File: src/rtl/clock_pkg.sv
// Shared definitions for the countdown timer: FSM states, BCD digit limits
// and the preset clamp used when loading a digit.
package clock_pkg;

    typedef enum logic [1:0] {
        ST_IDLE    = 2'd0,
        ST_RUN     = 2'd1,
        ST_PAUSE   = 2'd2,
        ST_EXPIRED = 2'd3
    } state_e;

    // Largest value a units digit / a tens-of-sec-or-min digit may hold
    localparam logic [3:0] BCD_MAX_UNITS = 4'd9;
    localparam logic [3:0] BCD_MAX_TENS  = 4'd5;

    // Saturate a preset digit to the digit's own maximum
    function automatic logic [3:0] bcd_clamp(input logic [3:0] v, input logic [3:0] lim);
        return (v > lim) ? lim : v;
    endfunction

endpackage

File: src/rtl/bcd_down_digit.sv
// One BCD digit of the countdown chain. Decrements on dec, wrapping 0 -> MAX
// and raising borrow so the next more significant digit decrements too.
module bcd_down_digit
    import clock_pkg::*;
#(
    parameter logic [3:0] MAX = BCD_MAX_UNITS
) (
    input  logic       clk,
    input  logic       rst_n,
    input  logic       dec,
    input  logic       load,
    input  logic [3:0] load_val,
    output logic [3:0] digit,
    output logic       borrow
);

    logic [3:0] digit_q;
    logic [3:0] digit_d;

    // Load (clamped) takes priority over a decrement
    always_comb begin
        digit_d = digit_q;
        if (load) begin
            digit_d = bcd_clamp(load_val, MAX);
        end else if (dec) begin
            digit_d = (digit_q == 4'd0) ? MAX : digit_q - 4'd1;
        end
    end

    // Digit register
    always_ff @(posedge clk or negedge rst_n) begin
        if (!rst_n) begin
            digit_q <= '0;
        end else begin
            digit_q <= digit_d;
        end
    end

    assign digit  = digit_q;
    assign borrow = dec && (digit_q == 4'd0);

endmodule

File: src/rtl/countdown_timer.sv
// MM:SS.hh countdown timer. A start edge toggles run/pause, load copies the
// clamped preset while not running, and reaching 00:00.00 raises done for one
// cycle and holds alarm until the timer is restarted or reloaded.
module countdown_timer
    import clock_pkg::*;
#(
    parameter int unsigned CLK_HZ  = 100_000_000,
    parameter int unsigned TICK_HZ = 100
) (
    input  logic       clk,
    input  logic       reset,
    input  logic       start,
    input  logic       load,
    input  logic [3:0] set_min_10,
    input  logic [3:0] set_min_1,
    input  logic [3:0] set_sec_10,
    input  logic [3:0] set_sec_1,
    input  logic [3:0] set_milli_10,
    input  logic [3:0] set_milli_1,
    output logic [3:0] min_10,
    output logic [3:0] min_1,
    output logic [3:0] sec_10,
    output logic [3:0] sec_1,
    output logic [3:0] milli_10,
    output logic [3:0] milli_1,
    output logic       running,
    output logic       done,
    output logic       alarm
);

    localparam int unsigned     TICK_DIV = CLK_HZ / TICK_HZ;
    localparam int unsigned     DIV_W    = (TICK_DIV > 1) ? $clog2(TICK_DIV) : 1;
    localparam logic [DIV_W-1:0] DIV_LAST = DIV_W'(TICK_DIV - 1);

    state_e           state_q, state_d;
    logic [DIV_W-1:0] div_q, div_d;
    logic             start_q;
    logic             running_q, done_q, alarm_q;

    logic             start_edge, tick, load_en, count_zero, count_one, expire;
    logic             b_milli_1, b_milli_10, b_sec_1, b_sec_10, b_min_1;
    logic             unused_borrow_min_10;

    assign start_edge = start && !start_q;
    assign tick       = (state_q == ST_RUN) && (div_q == DIV_LAST);
    assign load_en    = load && (state_q != ST_RUN);
    assign count_zero = ({min_10, min_1, sec_10, sec_1, milli_10, milli_1} == 24'h00_00_00);
    assign count_one  = ({min_10, min_1, sec_10, sec_1, milli_10, milli_1} == 24'h00_00_01);
    // The only decrement that lands on 00:00.00 is the one from 00:00.01
    assign expire     = tick && count_one;

    // Next-state and divider logic; load beats a simultaneous start edge
    always_comb begin
        state_d = state_q;
        unique case (state_q)
            ST_IDLE: begin
                if (!load && start_edge && !count_zero) state_d = ST_RUN;
            end
            ST_RUN: begin
                if (expire)          state_d = ST_EXPIRED;
                else if (start_edge) state_d = ST_PAUSE;
            end
            ST_PAUSE: begin
                if (load)            state_d = ST_IDLE;
                else if (start_edge) state_d = ST_RUN;
            end
            ST_EXPIRED: begin
                if (load || start_edge) state_d = ST_IDLE;
            end
            default: state_d = ST_IDLE;
        endcase

        // Divider only advances while staying in RUN, so entry into RUN restarts it
        div_d = '0;
        if ((state_q == ST_RUN) && (state_d == ST_RUN)) begin
            div_d = tick ? '0 : div_q + DIV_W'(1);
        end
    end

    // FSM state, divider, start-edge history and registered status flags
    always_ff @(posedge clk or negedge reset) begin
        if (!reset) begin
            state_q   <= ST_IDLE;
            div_q     <= '0;
            start_q   <= 1'b0;
            running_q <= 1'b0;
            done_q    <= 1'b0;
            alarm_q   <= 1'b0;
        end else begin
            state_q   <= state_d;
            div_q     <= div_d;
            start_q   <= start;
            running_q <= (state_d == ST_RUN);
            done_q    <= expire;
            alarm_q   <= (state_d == ST_EXPIRED);
        end
    end

    assign running = running_q;
    assign done    = done_q;
    assign alarm   = alarm_q;

    bcd_down_digit #(.MAX(BCD_MAX_UNITS)) u_milli_1 (
        .clk(clk), .rst_n(reset), .dec(tick), .load(load_en), .load_val(set_milli_1),
        .digit(milli_1), .borrow(b_milli_1)
    );
    bcd_down_digit #(.MAX(BCD_MAX_UNITS)) u_milli_10 (
        .clk(clk), .rst_n(reset), .dec(b_milli_1), .load(load_en), .load_val(set_milli_10),
        .digit(milli_10), .borrow(b_milli_10)
    );
    bcd_down_digit #(.MAX(BCD_MAX_UNITS)) u_sec_1 (
        .clk(clk), .rst_n(reset), .dec(b_milli_10), .load(load_en), .load_val(set_sec_1),
        .digit(sec_1), .borrow(b_sec_1)
    );
    bcd_down_digit #(.MAX(BCD_MAX_TENS)) u_sec_10 (
        .clk(clk), .rst_n(reset), .dec(b_sec_1), .load(load_en), .load_val(set_sec_10),
        .digit(sec_10), .borrow(b_sec_10)
    );
    bcd_down_digit #(.MAX(BCD_MAX_UNITS)) u_min_1 (
        .clk(clk), .rst_n(reset), .dec(b_sec_10), .load(load_en), .load_val(set_min_1),
        .digit(min_1), .borrow(b_min_1)
    );
    // Minutes never underflow: the timer expires before 00:00.00 is decremented
    bcd_down_digit #(.MAX(BCD_MAX_TENS)) u_min_10 (
        .clk(clk), .rst_n(reset), .dec(b_min_1), .load(load_en), .load_val(set_min_10),
        .digit(min_10), .borrow(unused_borrow_min_10)
    );

endmodule

File: config.mk
export PLATFORM = sky130hd
export DESIGN_NAME = countdown_timer
export DESIGN_NICKNAME = d
export VERILOG_FILES = /design/src/rtl/clock_pkg.sv /design/src/rtl/bcd_down_digit.sv /design/src/rtl/countdown_timer.sv
export SDC_FILE = /design/constraint.sdc
export NUM_CORES = 1
export LEC_CHECK = 0
export CAP_MARGIN = 20
export CORE_ASPECT_RATIO = 1.2
export CORE_MARGIN = 2
export CORE_UTILIZATION = 60
export DETAILED_ROUTE_END_ITERATION = 6
export DONT_BUFFER_PORTS = 1
export PLACE_DENSITY = 0.76
export SKIP_CTS_REPAIR_TIMING = 1
export SLEW_MARGIN = 20
export SYNTH_ARGS = -nofsm -noshare
export SYNTH_HDL_FRONTEND = slang
export SYNTH_SLANG_ARGS = --single-unit
File: constraint.sdc
create_clock -name clk -period 2.5 [get_ports clk]
set_input_delay 0.5 -clock clk [delete_from_list [all_inputs] [get_ports clk]]
set_output_delay 0.5 -clock clk [all_outputs]
set_load 0.02 [all_outputs]
==> run_results.csv <==
group,metric,value,unit
sta,finalSetupViolations,0,
clock_network,clock_sinks,50,
final_layout,nets,354,
yosys,async_reset_ff_share,100,%
detailed_routing,drt_iter0_drc,177,
sta,relSlewSlack,58.4,%
clock_network,cts_tree,"built",
setup_path,crit_type,"flop to flop",
yosys,syn_area_per_cell,9.13,sq um
yosys,synth_top_area_share,46.0,%
setup_path,crit_chain,"ha_1 > and3_1 > nand3_2 > or3_1 > buf_4 > or4_1 > a31oi_1",
sta,finalWorstSetupSlack,129,ps
clock_network,htreeDepth,2,
detailed_routing,wirelength,6370,microns
clock_network,root_buffer,"clkbuf_8",
global_route,grt_max_degree,51,
clock_network,clk_latency,310,ps
run_status,status,"complete, no violations",
yosys,synthTopCellsByArea,"dfrtp_1 (46%), nor2_1 (5.1%), xnor2_1 (4.8%)",
detailed_routing,via_count,2374,
sta,slew_viol_final,0,
floorplan,die-area,5090,sq um
power,power.leakage,1.23,nW
clock_network,path_clk_slew,100,ps
final_layout,post-route-util,72.9,%
placement,globalplace.congestion,0.751,
yosys,post-synth-top-area-cell,"dfrtp_1",
sta,max_freq,422,MHz
final_layout,drive_above_1_share,15.6,%
detailed_routing,ant_nets,0,
final_layout,final_cell_count_no_fill,382,
yosys,ys_ff_latch,50,
floorplan,io_pins,55,
floorplan,fp-row-count,26,
power,finalPower,1.99,mW
global_route,antenna_found_initial,0,
floorplan,initial_utilization,63.3,%
yosys,synth-edff-count,0,
global_route,grt_pass1_wl,10600,microns
global_route,track_usage,26.6,%
job,cap_violations,0,
yosys,ys_seq_area_share,46.0,%
yosys,synthFlopType,"dfrtp_1",
detailed_routing,dr.pass1.iters,4,
clock_network,clockBufferDepth,2,
clock_network,cts_buffers,5,
placement,dp.cells,373,
placement,pre_cts_slack,66.2,ps
sta,rsz0062_at_grt,"no",
sta,fin_crit_sh,94.9,%
detailed_routing,avgViaCountPerCell,6.21,
placement,dp_hpwl,4590,microns
floorplan,dieWidth,65.5,microns
floorplan,die_h,77.8,microns
yosys,ys_types,48,
sta,period_minus_slack,2370,ps
placement,port_buffers,0,
final_layout,diodes,0,
setup_path,worstPathRequired,2740,ps
power,power_density,637,nW/um^2
setup_path,startpoint_type,"flop",
setup_path,slowest_delay,460,ps
yosys,yosys_warnings,0,
sta,worst_pin_slew,608,ps
floorplan,core,4290,sq um
min_path,hold_class,"input pin to asynchronous set/reset pin",
sta,finalClockSkew,10.1,ps
power,ir_worst_vdd,0.378,mV
yosys,synthCells,298,
yosys,synth.cell_area,2720,sq um
yosys,synth_fp_nets,327,
detailed_routing,drc,0,
sta,fin_tns_setup,0,ps
setup_path,critPathCaptureType,"flop",
setup_path,crit_arrival,2610,ps
sta,timing_hold_violations_final,0,
global_route,grt_remaining_overflow,0,
detailed_routing,wl_per_cell,16.7,microns
setup_path,crit_slowest_cell,"or3_1",
final_layout,syn2layout_area_growth,15.1,%
global_route,grt_pass1_vias,2327,
setup_path,crit_fanout,14,
-- state kept, by name, summed over array words and instances (netlist names) --
signal            flops
u_sec_10.digit        4
start_q               1
u_milli_10.digit      4
alarm                 1
running               1
u_min_10.digit        4
done                  1
div_q                20
u_sec_1.digit         4
state_q               2
u_milli_1.digit       4
u_min_1.digit         4
-- metrics by stage --
stage	instance area (sq um)	hold slack, ps
5_1_grt	3130	28.7
3_3_place_gp	2970	206
6_report	3130	23.9
4_1_cts	3090	-134
3_5_place_dp	2970	205
2_1_floorplan	2720	204
-- path summary, 6_finish.rpt --
path | startpoint | to | slack [ps] | cells after the start
hold / removal | reset | div_q[16] | 20 | 1
setup reg to reg | div_q[0] | u_min_10.digit[2] | 130 | 7
max in group asynchronous | reset | u_sec_10.digit[1] | 2250 | 1
hold reg to reg | div_q[0] | div_q[0] | 500 | 1
setup / recovery | div_q[0] | u_min_10.digit[2] | 130 | 7
min in group clk | start | start_q | 200 | 0
-- cell usage in the layout, fill, tap and decap left out, types with 4 or more instances in the layout --
| cell type | instances |
|---|---|
| nor2_1 | 37 |
| nand2_1 | 15 |
| o21ai_0 | 16 |
| a21oi_1 | 14 |
| clkbuf_8 | 5 |
| buf_4 | 32 |
| nor3_1 | 14 |
| dfrtp_1 | 50 |
| xnor2_1 | 15 |
| or3_1 | 11 |
| nand3b_1 | 5 |
| and3_1 | 4 |
| nor4_1 | 8 |
| nand3_1 | 11 |
| or4_1 | 6 |
| xor2_1 | 8 |
| o31a_1 | 4 |
| nand4_1 | 6 |
| a31oi_1 | 10 |
| inv_1 | 8 |
-- critical path: cells and delay by family (launching register included) --
family                     cells  cell delay (ps)
and+or+nand+nor                4             1330
adders and majority gates      1              190
AOI/OAI and AO/OA              1              180
DFF                            1              400
buffers and inverters          1              200
-- cell families after synthesis --
family | Yosys count | synth area share (%)
AOI/OAI and AO/OA | 59 | 13.6
buffers and inverters | 21 | 3.22
xor gates and xnor gates | 23 | 7.41
adders and majority gates | 1 | 0.460
and+or+nand+nor | 142 | 28.6
muxes | 2 | 0.736
DFF | 50 | 46.0
-- cell usage after synthesis (all sizes together) (6+ instances only) --
library cell  instances
dfrtp                50
nand3                12
or4                   6
nor3                 14
clkbuf                9
o21ai                17
inv                   8
nand2                15
a31oi                10
xnor2                15
nand4                 6
or3                  12
nor4                  9
xor2                  8
a21oi                14
nor2                 37
-- per-layer routing --
metal	share of wire [%]	GRT usage (%)	up-vias
li1	-	-	1152
met1	44	34.9	1152
met2	51	44.9	64
met3	4.3	4.93	6
met4	1.0	7.50	0
met5	0	0	-
-- layout make-up --
class,count,area (sq um)
Tap cell,56,70.1
Clock inverter,3,43.8
Inverter,8,30.0
Sequential cell,50,1250
Timing Repair Buffer,33,268
Clock buffer,5,68.8
Multi-Input combinational cell,227,1400
Fill cell,362,1160
-- report_power, final --
part,leakage (nW),total (mW),internal [mW],switching [mW]
Combinational,0.532,0.442,0.169,0.274
Sequential,0.636,0.963,0.880,0.0835
Clock,0.0585,0.587,0.300,0.287
(Power assumes the default switching activity.)
